<file path="src/rtl/snn_ctrl.sv">
// rtl/snn_ctrl.sv - UART-to-SNN-core sequencer: unpacks a binary image into
// the core input RAM, runs inference and returns the digit as ASCII.
module snn_ctrl #(
  parameter int NUM_PIX = 784,
  parameter int ADDR_W  = 10
) (
  input  logic              clk,
  input  logic              rst_n,
  input  logic              rx_rdy,
  input  logic [7:0]        rx_data,
  input  logic              tx_busy,
  output logic              tx_start,
  output logic [7:0]        tx_data,
  output logic              ram_we,
  output logic [ADDR_W-1:0] ram_addr,
  output logic              ram_wdata,
  output logic              core_start,
  input  logic              core_done,
  input  logic [3:0]        core_digit,
  output logic [7:0]        led
);

  localparam logic [ADDR_W-1:0] LAST_PIX = ADDR_W'(NUM_PIX - 1);

  typedef enum logic [2:0] {RECV, UNPACK, START, WAIT, SEND} state_e;

  state_e              state_q, state_d;
  logic [7:0]          shift_q, shift_d;
  logic [2:0]          bit_cnt_q, bit_cnt_d;
  logic [ADDR_W-1:0]   pix_cnt_q, pix_cnt_d;
  logic [3:0]          digit_q, digit_d;
  logic [7:0]          tx_data_q, tx_data_d;
  logic                ovr_q, ovr_d;

  always_ff @(posedge clk or negedge rst_n) begin
    if (!rst_n) begin
      state_q   <= RECV;
      shift_q   <= '0;
      bit_cnt_q <= '0;
      pix_cnt_q <= '0;
      digit_q   <= '0;
      tx_data_q <= '0;
      ovr_q     <= 1'b0;
    end else begin
      state_q   <= state_d;
      shift_q   <= shift_d;
      bit_cnt_q <= bit_cnt_d;
      pix_cnt_q <= pix_cnt_d;
      digit_q   <= digit_d;
      tx_data_q <= tx_data_d;
      ovr_q     <= ovr_d;
    end
  end

  always_comb begin
    state_d    = state_q;
    shift_d    = shift_q;
    bit_cnt_d  = bit_cnt_q;
    pix_cnt_d  = pix_cnt_q;
    digit_d    = digit_q;
    tx_data_d  = tx_data_q;
    // A byte arriving while busy is dropped; the flag is sticky until reset.
    ovr_d      = ovr_q | (rx_rdy && (state_q != RECV));
    ram_we     = 1'b0;
    core_start = 1'b0;
    tx_start   = 1'b0;

    case (state_q)
      RECV: begin
        if (rx_rdy) begin
          shift_d   = rx_data;
          bit_cnt_d = '0;
          state_d   = UNPACK;
        end
      end
      UNPACK: begin
        ram_we    = 1'b1;
        shift_d   = {1'b0, shift_q[7:1]};
        bit_cnt_d = bit_cnt_q + 3'd1;
        // Saturate on the last pixel so the counter never leaves the image.
        if (pix_cnt_q != LAST_PIX) pix_cnt_d = pix_cnt_q + 1'b1;
        if (bit_cnt_q == 3'd7) begin
          state_d = (pix_cnt_q == LAST_PIX) ? START : RECV;
        end
      end
      START: begin
        core_start = 1'b1;
        pix_cnt_d  = '0;
        state_d    = WAIT;
      end
      WAIT: begin
        if (core_done) begin
          digit_d   = core_digit;
          tx_data_d = (core_digit <= 4'd9) ? (8'h30 + {4'h0, core_digit}) : 8'h3F;
          state_d   = SEND;
        end
      end
      SEND: begin
        if (!tx_busy) begin
          tx_start = 1'b1;
          state_d  = RECV;
        end
      end
      default: state_d = RECV;
    endcase
  end

  assign tx_data   = tx_data_q;
  assign ram_addr  = pix_cnt_q;
  assign ram_wdata = shift_q[0];
  assign led       = {ovr_q, 3'b000, digit_q};

endmodule

</file>
<file path="config.mk">
export PLATFORM = sky130hd
export DESIGN_NAME = snn_ctrl
export DESIGN_NICKNAME = d
export VERILOG_FILES = /design/src/rtl/snn_ctrl.sv
export SDC_FILE = /design/constraint.sdc
export NUM_CORES = 1
export LEC_CHECK = 0
export ABC_AREA = 1
export BUFFER_PORTS_ARGS = -buffer_cell sky130_fd_sc_hd__buf_2
export CORE_UTILIZATION = 52
export DETAILED_ROUTE_END_ITERATION = 6
export GPL_ROUTABILITY_DRIVEN = 0
export GPL_TIMING_DRIVEN = 1
export PLACE_DENSITY = 0.75
export SYNTH_ARGS = -nofsm -noshare
export SYNTH_HDL_FRONTEND = slang
export SYNTH_SLANG_ARGS = --single-unit
</file>
<file path="constraint.sdc">
create_clock -name clk -period 2 [get_ports clk]
set_input_delay 0.1 -clock clk [delete_from_list [all_inputs] [get_ports clk]]
set_output_delay 0.1 -clock clk [all_outputs]
set_load 0.03 [all_outputs]
</file>
# Yosys cells after proc, flatten, opt, wreduce, memory -nomap -nowiden
# Cells that the tools add are included.
[word_totals]
register_bits = 37
output_inout_bits = 30
elab_cells = 50
[op_classes]
add_sub_neg = 3
order_cmp = 1
eq_ne = 12
muxes = 17
bitwise_logic = 1
n_reduce_logical = 9
[op_table]
columns = ["operator", "count"]
rows = [
  ["$pmux 10 s2", 1],
  ["$pmux 8 s2", 1],
  ["$mux 3", 5],
  ["$pmux 3 s5", 1],
  ["$add 10x1->10 const B", 1],
  ["$eq 10x10->1 const B", 1],
  ["$mux 10", 1],
  ["$ne 10x10->1 const B", 1],
  ["$ne 2x2->1 const B", 5],
  ["$mux 8", 1],
  ["$add 6x4->7 const A", 1],
  ["$mux 7", 1],
  ["$eq 3x2->1 const B", 2],
  ["$eq 3x3->1 const B", 2],
  ["$pmux 3 s2", 1],
  ["$reduce_and 2->1", 3],
  ["$le 4x4->1 const B", 1],
  ["$mux 1", 4],
  ["$reduce_and 4->1", 1],
  ["$reduce_bool 2->1", 2],
  ["$add 3x1->3 const B", 1],
  ["$eq 3x1->1 const B", 1],
  ["$logic_not 3->1", 1],
  ["$reduce_bool 3->1", 1],
  ["other kinds (3)", 3],
]

# Longest topological paths before layout
[logic_depth]
depth_word = 4
ltp_mapped = 9
mapped_depth_nobuf = 9

# Worst setup path after synthesis
# OpenSTA, ideal clock, no wires.
[synth_timing]
kind = "flip-flop to flip-flop"
start = "register pix_cnt_q[0], in the netlist ram_addr[0]"
end = "register pix_cnt_q[0], in the netlist ram_addr[0]"
t_arrival_ns = 1.539
setup_slack_ns = 0.327
stages_incl_launch_ff = 10
path_buffers = 1
period_less_slack_ns = 1.673
path_cell_list = "dfrtp_1 ha_1 nand2_2 nor2_4 inv_2 nor2_4 nor2_4 buf_6 nor2_2 a21oi_2"
[synth_between]
elab_chain_cells = 3
elab_cells_between_ends = 6
cone_classes = "add/sub (1); eq/ne (2); mux (2); reduce/logical (1)"
[synth_lines]
columns = ["item", "line_no", "text"]
rows = [
  ["start: declaration", "30", "logic [ADDR_W-1:0] pix_cnt_q, pix_cnt_d;"],
  ["start signal: assignment", "48", "pix_cnt_q <= pix_cnt_d;"],
  ["$add 10x1->10 / $ne 10x10->1 (equally long branches)", "81", "if (pix_cnt_q != LAST_PIX) pix_cnt_d = pix_cnt_q + 1'b1;"],
  ["$mux 10 / $ne 2x2->1 (equally long branches)", "n/a", ""],
  ["$pmux 10 s2 / $reduce_and 2->1 (equally long branches)", "n/a", ""],
]
# Parallel ways exist; a longest one is shown, timed or not. The select of a mux whose other input is x is not followed.
# A chain may end at the register's enable or synchronous reset.

# Final worst setup path
[layout_timing]
start = "register state_q[1]"
end = "output port ram_we"
[layout_between]
elab_chain_cells = 2
[layout_lines]
columns = ["item", "line_no", "text"]
rows = [
  ["start: declaration", "27", "state_e state_q, state_d;"],
  ["start signal: assignment", "45", "state_q <= state_d;"],
  ["$eq 3x1->1", "68", "case (state_q)"],
  ["$mux 1", "68", ""],
  ["end: declaration", "14", "output logic ram_we,"],
]
# No other way between the ends.

==> results by group <==
Route
  • WL final: 3413 um
  • Via density: 4.916
  • DR DRC count: 2
  • DRT iter0 DRCs: 103
  • Post-route ant nets: 0
  • Via count: 1514
  • DR pass1 iterations: 6
  • DR WL/cell: 11.08 um

Synth
  • Synth Instances: 218
  • Post-Synth Adder-Cell Area: 0.02056
  • Mux contribution to synthesized area: 0
  • XOR/XNOR Fraction of Synth Area: 0.004798
  • Share of the yosys chip area belonging to registers: 0.4661
  • Simple-Gate Fraction of Synth Area: 0.3173
  • Commonest cells in the netlist: nand2_1 (62), dfrtp_1 (34), inv_1 (20)
  • Largest area contributor in the synthesized netlist: dfrtp_1
  • Synth top area share: 0.4661
  • Post-synthesis compound-gate area fraction: 0.08842
  • Netlist Area Pre-Place: 1826 um2
  • Area contributors post-synth: dfrtp_1 (47%), nand2_1 (13%), inv_1 (4.1%)
  • Yosys reg bits: 34
  • Most used flip-flop cell after synthesis: dfrtp_1
  • Number of synthesized flops with an enable pin: 0
  • Largest family of logic cells by synthesized area: simple AND/OR/NAND/NOR gates
  • Unique masters post-synth: 30
  • Asr flop ratio synth: 1.000
  • Ys Warns: 0
  • Syn_area_per_cell: 8.374 um2
  • Most common cell in the netlist: nand2_1

Clock network
  • Clock-pin slew of the registers on the worst-case setup and hold paths: 0.10 ns
  • H-tree depth: 2
  • Deepest clock path buffer count: 2
  • Clock sinks: 34
  • Clock buffer count from CTS: 5
  • Clk Tree Root Cell: clkbuf_4
  • TritonCTS clock tree: yes
  • Clk_lat worst skew: 0.34 ns

Final layout
  • Fill cells: 314
  • Antenna fix cells: 0
  • Final core area utilization: 0.6322
  • Non-filler cells, final: 308
  • Area growth from synthesis to layout: 15.56%
  • Final nets: 281
  • Share of layout cells above drive strength 1: 0.2748
  • Final instance area: 2110 um2

Timing
  • Setup TNS: 0 ns
  • Max_slew headroom: 0.5041
  • Worst Max-Slew Pin Slew: 0.7439 ns
  • Final hold vios: 0
  • Max Freq: 0.5965 GHz
  • Final Max Slew Viols: 0
  • Unrepaired setup endpoints after global routing: no
  • Worst Skew: 0.008473 ns
  • Final setup viols: 0
  • Final period utilization: 0.8382
  • Min Tclk post-route: 1.676 ns

Floorplanning
  • Die W: 61.25 um
  • DIE HEIGHT: 61.25 um
  • Starting Density: 0.5471
  • Die footprint: 3752 um2
  • # IOs: 47
  • Core ar.: 3337 um2
  • FP Rows: 21

Global route
  • Initial antenna violation count: 0
  • Largest net degree at the start of global routing: 35
  • GRT Total Usage: 0.2000
  • Global-route wire length before repair: 5368 um
  • Overflow after GRT: 0
  • Vias in the first global route: 1323

Critical path
  • Crit end category: output pin
  • Crit path required time: 1.90 ns
  • Crit path DAT: 1.58 ns
  • Worst Reg-to-Reg Cells: 9
  • Startpoint types: flip-flop
  • CP Max Fanout: 19
  • Crit path kind: flip-flop to output pin

Power
  • P_leak: 1.128 nW
  • Power Density: 1212 nW/um2
  • Max IR drop VDD: 0.0006271 V

Place
  • DP Area: 2021 um2
  • Post-Place Cells: 299
  • # port buffers: 41
  • Detailed Place HPWL: 2439 um

Run status
  • Status: finished with violations
  • Failing checks: design-rule violations

Run
  • Maximum Capacitance Violations: 0

Min path
  • WHS Path Cells: 3
  • Hold crit path type: input port to flip-flop
==> registers in the layout, indices dropped and copies added (netlist names) <==
register,cells
ram_addr,10
shift_q,8
tx_data,5
digit_q,4
bit_cnt_q,3
state_q,3
ovr_q,1
==> metal layers <==
layer | wire, um | GRT usage | vias to the layer above
met1 | 1631 | 0.2588 | 697
met5 | 0 | 0 | -
li1 | - | - | 776
met2 | 1593 | 0.3012 | 37
met4 | 34 | 0.09416 | 0
met3 | 154 | 0.06933 | 4
==> layout make-up <==
cell class                 instances  area (um2)  area share
timing repair buffer              42       215.2      0.1020
sequential                        34       850.8      0.4033
tap                               46       57.56     0.02728
multi-input combinational        151       805.8      0.3820
inverter                          27       101.3     0.04804
clock buffer                       8       78.83     0.03737
==> timing repair <==
action / CTS / global route
setup buffers: 0 / 0
hold endpoints to repair: 34 / 0
hold buffers: 1 / 0
gates resized for setup: 0 / 0
==> cell families (layout without fill, tap and decap cells) <==
group | count (synthesis) | in the layout
and+or+nand+nor | 115 | 115
buffers and inverters | 37 | 77
DFF | 34 | 34
AOI/OAI and AO/OA | 27 | 27
adders and majority gates | 3 | 3
other | 1 | 5
xor gates and xnor gates | 1 | 1
==> critical path, cell delays in order, from the launching register on <==
cell	delay [ns]
dfrtp_1	0.46
inv_2	0.14
nand3_4	0.22
inv_2	0.20
buf_2	0.22
==> final timing paths <==
check | slack, ns | from | end
worst max register to register | 0.42 | ram_addr[0] | ram_addr[6]
worst min register to register | 0.47 | tx_data[3] | tx_data[3]
min in group asynchronous | 0.35 | rst_n | ram_addr[1]
worst max-delay path | 0.32 | state_q[1] | ram_we
worst min-delay path | 0.01 | rx_data[0] | shift_q[0]
max in group asynchronous | 1.18 | rst_n | ram_addr[0]
==> metrics by stage <==
step | setup WS [ns] | total power (W) | hold slack (ns)
finish | 0.3236 | 0.002556 | 0.01247
global route | 0.2121 | 0.002760 | 0.009816
CTS | 0.2937 | 0.002579 | 0.002374
detailed placement | 0.4180 | 0.002100 | 0.2053
global placement | 0.4767 | 0.002071 | 0.2091
floorplan | 0.3269 | 0.001881 | -0.1956
==> where the power goes <==
group / internal, W / switching [W]
combinational: 0.000353 / 0.000694
sequential: 0.000871 / 0.000170
clock: 0.000240 / 0.000228
total: 0.00146 / 0.00109
==> placed cells by master, fill, tap and decap left out, types with 3 or more instances in the layout <==
cell type / count
nand2_1: 62
buf_2: 41
dfrtp_1: 34
inv_1: 20
nor2_1: 13
nand3_1: 12
o21ai_0: 12
nand4_1: 10
inv_2: 7
nor2_4: 5
conb_1: 5
clkbuf_4: 5
nand2_4: 3
o21ai_1: 3
a2bb2oi_1: 3
a21oi_1: 3
ha_1: 3
clkbuf_8: 3
Power figures use the tool's default switching activity.
